File: config.mk
export PLATFORM = sky130hd
export DESIGN_NAME = mult_rr_arbiter
export DESIGN_NICKNAME = d
export VERILOG_FILES = /design/src/rtl/mult_rr_arbiter.sv
export SDC_FILE = /design/constraint.sdc
export NUM_CORES = 1
export LEC_CHECK = 0
export CAP_MARGIN = 5
export CORE_AREA = 5 5 175 177
export DETAILED_ROUTE_END_ITERATION = 8
export DIE_AREA = 0 0 180 182
export GPL_TIMING_DRIVEN = 0
export PLACE_DENSITY = 0.58
export SYNTH_ARGS = -nofsm -noshare
export SYNTH_HDL_FRONTEND = slang
export SYNTH_SLANG_ARGS = --single-unit
File: constraint.sdc
create_clock -name clk -period 9.8 [get_ports clk]
set_input_delay 2.94 -clock clk [delete_from_list [all_inputs] [get_ports clk]]
set_output_delay 2.94 -clock clk [all_outputs]
set_load 0.1 [all_outputs]
File: src/rtl/mult_rr_arbiter.sv
// Round-robin front end that time-shares one sequential multiplier among NUM_REQ
// requesters and returns each product tagged with the index of its requester.
module mult_rr_arbiter #(
    parameter int  NUM_REQ      = 4,
    parameter int  WIDTH        = 32,
    parameter int  MULT_LATENCY = 2,
    localparam int ID_W         = (NUM_REQ > 1) ? $clog2(NUM_REQ) : 1
) (
    input  logic                      clk,
    input  logic                      rst,
    input  logic [NUM_REQ-1:0]        req_valid,
    input  logic [NUM_REQ*WIDTH-1:0]  req_x,
    input  logic [NUM_REQ*WIDTH-1:0]  req_y,
    output logic [NUM_REQ-1:0]        req_ready,
    output logic                      rsp_valid,
    input  logic                      rsp_ready,
    output logic signed [2*WIDTH-1:0] rsp_z,
    output logic [ID_W-1:0]           rsp_id,
    output logic signed [WIDTH-1:0]   mult_x,
    output logic signed [WIDTH-1:0]   mult_y,
    input  logic signed [2*WIDTH-1:0] mult_z,
    output logic                      busy
);
    localparam int              CNT_W  = $clog2(MULT_LATENCY + 1);
    localparam logic [ID_W:0]   C_NREQ = NUM_REQ[ID_W:0];
    localparam logic [ID_W-1:0] C_LAST = ID_W'(NUM_REQ - 1);

    // IDLE: arbitrate | BUSY: hold X/Y for MULT_LATENCY edges | RESP: wait for rsp_ready
    typedef enum logic [1:0] {ST_IDLE, ST_BUSY, ST_RESP} state_t;
    state_t r_state, w_state_nxt;

    logic [ID_W-1:0]           r_rr_ptr;
    logic [ID_W-1:0]           r_id;
    logic [CNT_W-1:0]          r_cnt;
    logic                      r_rsp_valid;
    logic signed [2*WIDTH-1:0] r_rsp_z;
    logic [ID_W-1:0]           r_rsp_id;
    logic signed [WIDTH-1:0]   r_mult_x;
    logic signed [WIDTH-1:0]   r_mult_y;

    logic [2*NUM_REQ-1:0]      w_req_dbl;
    logic [NUM_REQ-1:0]        w_req_rot;
    logic                      w_any_req;
    logic [ID_W-1:0]           w_rot_off;
    logic [ID_W:0]             w_grant_sum;
    logic [ID_W-1:0]           w_grant_idx;
    logic                      w_accept;
    logic [ID_W-1:0]           w_id_inc;

    // Rotate requests so bit 0 is the requester at rr_ptr; lowest set bit wins.
    assign w_req_dbl = {req_valid, req_valid};
    assign w_req_rot = w_req_dbl[r_rr_ptr +: NUM_REQ];
    assign w_any_req = |req_valid;

    always_comb begin
        w_rot_off = '0;
        for (int k = NUM_REQ - 1; k >= 0; k--) begin
            if (w_req_rot[k]) w_rot_off = ID_W'(k);
        end
    end

    assign w_grant_sum = {1'b0, r_rr_ptr} + {1'b0, w_rot_off};
    assign w_grant_idx = (w_grant_sum >= C_NREQ) ? ID_W'(w_grant_sum - C_NREQ)
                                                 : w_grant_sum[ID_W-1:0];
    assign w_accept    = !rst && (r_state == ST_IDLE) && w_any_req;
    assign w_id_inc    = (r_id == C_LAST) ? '0 : r_id + 1'b1;

    always_comb begin
        req_ready = '0;
        if (w_accept) req_ready[w_grant_idx] = 1'b1;
    end

    always_ff @(posedge clk) begin
        if (rst) r_state <= ST_IDLE;
        else     r_state <= w_state_nxt;
    end

    always_comb begin
        w_state_nxt = r_state;
        case (r_state)
            ST_IDLE: if (w_accept)              w_state_nxt = ST_BUSY;
            ST_BUSY: if (r_cnt == CNT_W'(1))    w_state_nxt = ST_RESP;
            ST_RESP: if (rsp_ready)             w_state_nxt = ST_IDLE;
            default:                            w_state_nxt = ST_IDLE;
        endcase
    end

    always_ff @(posedge clk) begin
        if (rst) begin
            r_rr_ptr    <= '0;
            r_id        <= '0;
            r_cnt       <= '0;
            r_rsp_valid <= 1'b0;
            r_rsp_z     <= '0;
            r_rsp_id    <= '0;
            r_mult_x    <= '0;
            r_mult_y    <= '0;
        end else begin
            case (r_state)
                ST_IDLE: begin
                    if (w_accept) begin
                        r_mult_x <= req_x[int'(w_grant_idx)*WIDTH +: WIDTH];
                        r_mult_y <= req_y[int'(w_grant_idx)*WIDTH +: WIDTH];
                        r_id     <= w_grant_idx;
                        r_cnt    <= CNT_W'(MULT_LATENCY);
                    end
                end
                ST_BUSY: begin
                    r_cnt <= r_cnt - 1'b1;
                    if (r_cnt == CNT_W'(1)) begin
                        r_rsp_z     <= mult_z;
                        r_rsp_id    <= r_id;
                        r_rsp_valid <= 1'b1;
                    end
                end
                ST_RESP: begin
                    if (rsp_ready) begin
                        r_rsp_valid <= 1'b0;
                        r_rr_ptr    <= w_id_inc;
                    end
                end
                default: ;
            endcase
        end
    end

    assign rsp_valid = r_rsp_valid;
    assign rsp_z     = r_rsp_z;
    assign rsp_id    = r_rsp_id;
    assign mult_x    = r_mult_x;
    assign mult_y    = r_mult_y;
    assign busy      = (r_state != ST_IDLE);

endmodule

## Word level (Yosys, flattened, before mapping)

Index checks and enable logic that the tools add are counted.
Widths: inputs -> output; s select.

| storage, ports and cells | value |
|---|---|
| flip-flop bits (word level) | 139 |
| bits of input ports | 327 |
| logic and storage cells | 59 |
| output and inout bits | 136 |

| cells by class | value |
|---|---|
| eq/ne operators | 7 |
| shifts and indexed selects | 3 |
| reductions and logical operators | 15 |
| multiplexer cells | 18 |
| $lt $le $gt $ge | 3 |
| $add $sub $neg | 4 |

Operators by type and width:

| cell | count |
|---|---|
| $shiftx 128x8->32 | 2 |
| $mux 2 | 10 |
| $reduce_and 2->1 | 4 |
| $shiftx 8x3->4 | 1 |
| $ne 2x2->1 const B | 3 |
| $pmux 2 s3 | 1 |
| $reduce_and 3->1 | 2 |
| $reduce_bool 2->1 | 3 |
| $eq 2x1->1 const B | 2 |
| $eq 2x2->1 const B | 2 |
| $mux 4 | 1 |
| $pmux 2 s2 | 1 |
| $reduce_or 4->1 | 1 |
| $sub 2x1->2 const B | 2 |
| $add 2x2->3 | 1 |
| $ge 3x3->1 const B | 1 |
| $logic_and 1x1->1 | 3 |
| $lt 2x3->1 const B | 1 |
| $mux 1 | 3 |
| $add 2x1->2 const B | 1 |
| $demux 1 s2 | 1 |
| $ge 2x1->1 const B | 1 |
| $logic_not 2->1 | 1 |
| $pmux 1 s2 | 1 |
| $logic_not 1->1 | 1 |

## Depth between registers and ports, before layout

Gate-level depths: netlist of the first run.

| depth | value |
|---|---|
| depth after elaboration | 13 |
| mapped depth | 12 |
| gate-level depth less buffers | 9 |

## Worst setup path before layout of the first run

No wires, ideal clock.

| path | value |
|---|---|
| kind | input-to-output |
| start point | input req_valid[0] |
| end point | output req_ready[1] |
| cell stages on the path | 10 |
| data required time | 6.860 ns |
| buffers on the path | 3 |
| slack | -1.048 ns |
| arrival | 7.908 ns |
| cell sequence | buf_2 -> nor2_1 -> a221oi_1 -> a31oi_1 -> a211o_1 -> ha_1 -> clkbuf_1 -> clkbuf_1 -> inv_1 -> nor4_1 |

| between the ends | value |
|---|---|
| cells in the longest elaborated chain, start to end | 13 |
| elaborated cells on any way between the ends | 17 |
| classes of those cells | 2 x add/sub; 3 x order compare; 1 x shift; 8 x mux; 3 x reduce/logical |

RTL lines:

| element | line | text |
|---|---|---|
| start, declared | 11 | `input logic [NUM_REQ-1:0] req_valid,` |
| $shiftx 8x3->4 | 52 | `assign w_req_rot = w_req_dbl[r_rr_ptr +: NUM_REQ];` |
| $mux 2 (4 in a row) | 58 | `if (w_req_rot[k]) w_rot_off = ID_W'(k);` |
| $add 2x2->3 | 62 | `assign w_grant_sum = {1'b0, r_rr_ptr} + {1'b0, w_rot_off};` |
| $ge 3x3->1 / $sub 2x1->2 (equally long branches) | 63 | `assign w_grant_idx = (w_grant_sum >= C_NREQ) ? ID_W'(w_grant_sum - C_NREQ)` |
| $mux 2 | 63 |  |
| $lt 2x3->1 (not written as such) / $ge 2x1->1 (equally long branches) | 70 | `if (w_accept) req_ready[w_grant_idx] = 1'b1;` |
| $logic_and 1x1->1 (not written as such) | 70 |  |
| $mux 1 (not written as such) | 70 |  |
| $demux 1 s2 | 70 |  |
| $mux 4 (*) | 70 |  |
| end, declared | 14 | `output logic [NUM_REQ-1:0] req_ready,` |

Every way passes the cells marked *; elsewhere a longest branch is shown, timed or not.

## Final worst setup path of the first run

| path | value |
|---|---|
| start point | input req_valid[1] |
| end point | output req_ready[1] |

The elaborated chain is that of the path after synthesis.

==> results of run 1 <==
-- power by group through the flow --
stage / Clock (mW) / Combinational, mW / Sequential (mW)
2_1_floorplan: 0 / 0.202 / 0.821
3_3_place_gp: 0 / 0.673 / 0.624
3_5_place_dp: 0 / 0.674 / 0.624
4_1_cts: 0.657 / 0.676 / 0.612
5_1_grt: 0.684 / 0.706 / 0.616
6_report: 0.641 / 0.669 / 0.613
-- synthesized netlist by cell type, types with 2 or more instances --
master    number
mux2_2        93
buf_8          2
nand3b_1       2
clkbuf_1      67
clkbuf_2       3
dfxtp_1      139
nand2_1      201
nor3_1         5
a31oi_1       65
nor2b_1        4
mux2i_1       38
inv_1          3
ha_1           4
nor2_1        52
o211ai_2       6
or2_2          2
buf_1          4
buf_6          4
a21oi_1       72
o21ai_1       11
o211ai_1      22
buf_2         16
nor4_1         3
nand4_1       64
o21ai_0       25
-- metal layers --
metal  vias up  track usage  wire length, µm
met4         2       0.0677              725
met3        34       0.0713             2960
li1       4275            -                -
met2       407        0.389            18900
met1      4033        0.262            15500
met5         -            0               18
-- sequential cells by signal, indices dropped and copies added (netlist names) --
register   count
rsp_valid      1
r_rr_ptr       2
mult_y        32
rsp_id         2
rsp_z         64
mult_x        32
r_id           2
r_cnt          2
r_state        2
-- what timing repair did --
action | CTS | global route
pin swaps | 0 | 0
setup endpoints to repair | 3 | 2
buffers inserted | 0 | 0
resized for setup | 9 | 4
hold buffers | 0 | 0
-- cells by family (layout without fill, tap and decap cells) --
family          after synthesis  count (layout)  synth area share
compound gates              211             211             0.172
xor+xnor                      2               2           0.00233
fa+ha+maj                     4               4           0.00666
buf+inv                      99             588            0.0596
flops                       139             139             0.370
mux                         131             131             0.190
other cells                   0               4                 0
simple gates                340             340             0.199
-- critical path: stages --
cell and delay, ns:
clkdlybuf4s50_1 0.60, nor2b_1 0.10, a221oi_1 0.25, a31oi_1 0.08, a211o_1 0.33, ha_1 0.74
clkbuf_2 0.45, inv_1 0.13, nor4_2 0.27, clkdlybuf4s15_2 0.61
-- final cells by class --
class / count / area [µm²] / share of cell area
Sequential cell: 139 / 2780 / 0.211
Clock buffer: 19 / 443 / 0.0336
Buffer: 95 / 434 / 0.0329
Multi-Input combinational cell: 688 / 4300 / 0.326
Timing Repair Buffer: 460 / 4600 / 0.349
Inverter: 3 / 11.3 / 0.000853
Antenna cell: 4 / 10.0 / 0.000758
Clock inverter: 11 / 121 / 0.00920
Tap cell: 390 / 488 / 0.0370
-- worst paths after layout --
check / startpoint / to / cells past startpoint
worst max-delay path: req_valid[1] / req_ready[1] / 10
worst min-delay path: rsp_z[29]$_SDFFE_PP0P_ / rsp_z[29]$_SDFFE_PP0P_ / 2
worst max register to register: r_rr_ptr[0]$_SDFFE_PP0P_ / mult_x[29]$_SDFFE_PP0P_ / 11
worst min register to register: rsp_z[29]$_SDFFE_PP0P_ / rsp_z[29]$_SDFFE_PP0P_ / 2
-- stage by stage --
| stage | hold slack [ns] | util | cells | cell area (µm²) |
|---|---|---|---|---|
| finish | 0.453 | 0.454 | 1809 | 13200 |
| CTS | 0.455 | 0.453 | 1805 | 13200 |
| global route | 0.474 | 0.454 | 1809 | 13200 |
| detailed placement | 0.447 | 0.434 | 1776 | 12600 |
| global placement | 0.442 | 0.434 | 1776 | 12600 |
| floorplan | 0.449 | - | 926 | 7530 |
==> results.py, run 1 <==
metrics = {
    "routing": {
        "routedWlPerCell_um": 21.1,
        "first_iter_violations": 436,
        "num_vias": 8751,
        "postRouteAntennaNets": 0,
        "dr.pass1.iters": 5,
        "drc": 0,
        "vias_per_cell": 4.84,
        "drt-total-wl_um": 38100,
    },
    "synthesis": {
        "netlist_top_cells_area": "dfxtp_1, mux2_2, nand2_1, a31oi_1, nand4_1",
        "synth_top_area_frac": 0.370,
        "synth_edf_count": 0,
        "synth.distinct_cells": 44,
        "yosysSeqAreaShare": 0.370,
        "synth-warning-count": 0,
        "synthArstFlopShare": 0,
        "ys_ff_latch": 139,
        "syn_inst": 926,
        "synth_ff_type": "dfxtp_1",
        "syn_nets": 1257,
        "yosys.area.top_type": "dfxtp_1",
        "syn_avg_cell_area_um2": 8.12,
        "syn_area_mm2": 0.00752,
    },
    "worst_setup_path": {
        "worstPathArrival_ns": 6.52,
        "critPathKind": "in -> out",
        "endpoint_kind": "output pin",
        "worstPathMaxFanout": 12,
        "rrSetupSlack_ns": 5.44,
        "crit_required_ns": 6.86,
        "critPathLaunchType": "input pin",
    },
    "placement": {
        "hpwl_um": 30400,
        "gp_congestion": 0.848,
        "io_buffers": 460,
        "place_ws_ns": -0.890,
    },
    "clock_network": {
        "clock_path_buffers": 2,
        "cts-root-buf": "clkbuf_16",
        "numCtsBuffers": 17,
        "path_clk_slew_ns": 0.06,
        "clock_latency_ns": 0.42,
        "cts_max_level": 4,
        "cts_sinks": 139,
        "cts_tree": "done",
    },
    "global_routing": {
        "grt_pass1_vias": 8987,
        "track_usage": 0.223,
        "grt_pass1_wl_um": 55800,
        "overflow": 0,
        "grt_max_degree": 17,
        "grt_antenna_before_repair": 5,
    },
    "timing": {
        "slew_headroom": 0.264,
        "finalCriticalPeriod_ns": 9.46,
        "drv_slew": 0,
        "worstMarginPinSlew_ns": 1.10,
        "final.setup.tns_ns": 0,
        "fin_crit_sh": 0.965,
        "rsz0062_at_grt": "false",
        "timing.fmax_ghz": 0.106,
        "fin_ws_ns": 0.339,
        "skew_ns": 0.00845,
        "hold_violations": 0,
        "setup_viol": 0,
    },
    "power": {
        "internal-power_mw": 1.23,
        "ir_worst_vdd_uv": 104,
        "p_sw_frac": 0.359,
        "combPwrFrac": 0.348,
        "power.density_mw_per_mm2": 146,
        "seqPwrFrac": 0.319,
        "p_sw_mw": 0.689,
        "total_power_mw": 1.92,
        "p_leak_nw": 4.53,
        "pwr-share-clk": 0.333,
    },
    "floorplan": {
        "dieArea_mm2": 0.0328,
        "die_x_um": 180,
        "die_y_um": 182,
        "ios": 463,
        "rows": 63,
        "fp.coreArea_mm2": 0.0291,
        "start_util": 0.258,
    },
    "layout": {
        "layout-drive-gt1-share": 0.118,
        "layout_commonest_cell": "clkdlybuf4s50_1",
        "syn_to_final_growth_pct": 75.6,
        "fillers": 2894,
        "layout_common_cells": "clkdlybuf4s50_1, nand2_1, dfxtp_1",
        "final_net_count": 1735,
    },
    "status": {
        "outcome": "completed",
    },
    "min_path": {
        "hold_class": "reg -> reg",
    },
    "flow_run": {
        "cap_violations": 0,
    },
}
Power figures use the tool's default switching activity.
==> inputs of run 2 (changes only) <==
==> config.mk (replaced) <==
export PLATFORM = sky130hd
export DESIGN_NAME = mult_rr_arbiter
export DESIGN_NICKNAME = d
export VERILOG_FILES = /design/src/rtl/mult_rr_arbiter.sv
export SDC_FILE = /design/constraint.sdc
export NUM_CORES = 1
export LEC_CHECK = 0
export CAP_MARGIN = 20
export CORE_AREA = 5 5 178 180
export DETAILED_ROUTE_END_ITERATION = 8
export DIE_AREA = 0 0 183 185
export GPL_TIMING_DRIVEN = 0
export PLACE_DENSITY = 0.57
export SETUP_SLACK_MARGIN = 0.05
export SYNTH_ARGS = -nofsm -noshare
export SYNTH_HDL_FRONTEND = slang
export SYNTH_SLANG_ARGS = --single-unit
==> run 2 against run 1 <==
Power is 2.7% higher. Setup slack improved by 0.073 ns. Critical path type unchanged. Largest power group is now the clock network. Non-clock buffer count stayed put. Via count increased by 0.69%. Combinational power grew 0.7%. Die area increased by 3.3%. Flip-flop and latch count unchanged. Largest cell class unchanged. Clock power is 7.2% higher. Critical endpoint unchanged.
==> results.py, run 2 (synthesis gave the netlist of run 1 again) <==
metrics = {
    "status": {
        "outcome": "completed",
    },
    "min_path": {
        "min_delay_path_depth": 2,
        "worstHoldStart": "rsp_z[47]$_SDFFE_PP0P_",
        "min_to": "rsp_z[47]$_SDFFE_PP0P_",
        "hold_class": "reg -> reg",
    },
    "global_routing": {
        "track_usage": 0.223,
        "grt_pass1_wl_um": 57300,
        "grt_pass1_vias": 9077,
        "grt_max_degree": 17,
        "grt_antenna_before_repair": 5,
        "overflow": 0,
    },
    "timing": {
        "final.setup.tns_ns": 0,
        "hold_violations": 0,
        "finalCriticalPeriod_ns": 9.39,
        "rsz0062_at_grt": "false",
        "slew_headroom": 0.248,
        "setup_viol": 0,
        "fin_crit_sh": 0.958,
        "skew_ns": 0.0188,
        "timing.fmax_ghz": 0.107,
        "fin_ws_ns": 0.412,
        "worstMarginPinSlew_ns": 1.12,
        "drv_slew": 0,
    },
    "power": {
        "total_power_mw": 1.97,
        "power.density_mw_per_mm2": 149,
        "p_leak_nw": 4.55,
        "ir_worst_vdd_uv": 107,
    },
    "routing": {
        "postRouteAntennaNets": 0,
        "first_iter_violations": 440,
        "vias_per_cell": 4.86,
        "dr.pass1.iters": 5,
        "num_vias": 8811,
        "drt-total-wl_um": 39800,
        "routedWlPerCell_um": 21.9,
        "drc": 0,
    },
    "worst_setup_path": {
        "worstPathArrival_ns": 6.45,
        "rrSetupSlack_ns": 5.59,
        "cpPeakStageDelay_ns": 0.70,
        "crit_required_ns": 6.86,
        "critPathKind": "in -> out",
        "worstPathMaxFanout": 12,
        "critPathLaunchType": "input pin",
        "crit_slowest_cell": "ha_1",
        "ff2ff_path_depth": 11,
        "timing.rr.start": "r_rr_ptr[0]$_SDFFE_PP0P_",
        "crit_chain": "clkdlybuf4s50_1 -> nor2b_1 -> a221oi_1 -> a31oi_1 -> a211o_1 -> ha_1 -> clkbuf_2 -> inv_1 -> nor4_2 -> clkdlybuf4s15_2",
        "endpoint_kind": "output pin",
        "r2r_end": "mult_x[23]$_SDFFE_PP0P_",
    },
    "floorplan": {
        "fp.coreArea_mm2": 0.0300,
        "dieArea_mm2": 0.0339,
        "rows": 64,
        "die_x_um": 183,
        "die_y_um": 185,
        "start_util": 0.250,
        "ios": 463,
    },
    "clock_network": {
        "cts-root-buf": "clkbuf_16",
        "cts_hold_buf": 0,
        "cts_max_level": 4,
        "clock_latency_ns": 0.42,
        "cts_tree": "done",
        "cts_sinks": 139,
        "path_clk_slew_ns": 0.07,
        "numCtsBuffers": 17,
        "clock_path_buffers": 2,
    },
    "layout": {
        "layout_commonest_cell": "clkdlybuf4s50_1",
        "fin_area_mm2": 0.0133,
        "layout-drive-gt1-share": 0.120,
        "layout_common_cells": "clkdlybuf4s50_1, nand2_1, dfxtp_1",
        "largest_reg_flops": 64,
        "syn_to_final_growth_pct": 76.3,
        "final_net_count": 1735,
    },
    "placement": {
        "gp_congestion": 0.857,
        "io_buffers": 460,
        "place_area_mm2": 0.0126,
        "place_ws_ns": -0.751,
        "hpwl_um": 31800,
    },
    "flow_run": {
        "cap_violations": 0,
    },
}
-- run 2: per-stage QoR --
stage	hold slack (ns)	cells	util
2_1_floorplan	0.449	926	-
3_3_place_gp	0.442	1782	0.421
3_5_place_dp	0.446	1782	0.421
4_1_cts	0.455	1814	0.441
5_1_grt	0.470	1814	0.441
6_report	0.454	1814	0.441
-- run 2: layout make-up --
type	instances	area, µm²
multi-input cells	688	4310
well taps	396	495
inverters	3	11.3
clock buffers	19	453
plain buffers	95	434
flip-flops and latches	139	2780
repair buffers	460	4610
diodes	1	2.50
fillers	3053	16800
clock inverters	13	156
-- run 2: repair_timing --
item	4_1_cts	5_1_grt
resized for setup	12	2
endpoints found under the setup margin	3	4
setup buffers	0	0
pin swaps	0	0
-- run 2: worst max path at each step --
stage                             from      endpoint  slack [ns]
after CTS                 req_valid[1]  req_ready[0]        0.09
after global placement    req_valid[1]  req_ready[1]       -0.72
after detailed placement  req_valid[1]  req_ready[1]       -0.75
final                     req_valid[1]  req_ready[1]        0.41
after floorplan           req_valid[0]  req_ready[1]        0.08
after global routing      req_valid[1]  req_ready[1]        0.18
-- run 2: routing by layer --
metal,wire length (µm),GRT usage
met5,51,0
met4,515,0.0444
met3,3330,0.0723
met2,20100,0.406
met1,15700,0.257
-- run 2: worst max-delay path, delay by kind of cell --
family / cells / cell delay, ns
buf+inv: 4 / 1.76
fa+ha+maj: 1 / 0.70
compound gates: 3 / 0.65
simple gates: 2 / 0.37
-- run 2: power breakdown --
| group | switching, mW | total [mW] | internal (mW) | leakage, nW |
|---|---|---|---|---|
| logic | 0.415 | 0.674 | 0.259 | 3.12 |
| clock network | 0.289 | 0.687 | 0.397 | 0.299 |
| registers | 0.0185 | 0.614 | 0.595 | 1.13 |
| total | 0.722 | 1.97 | 1.25 | 4.55 |
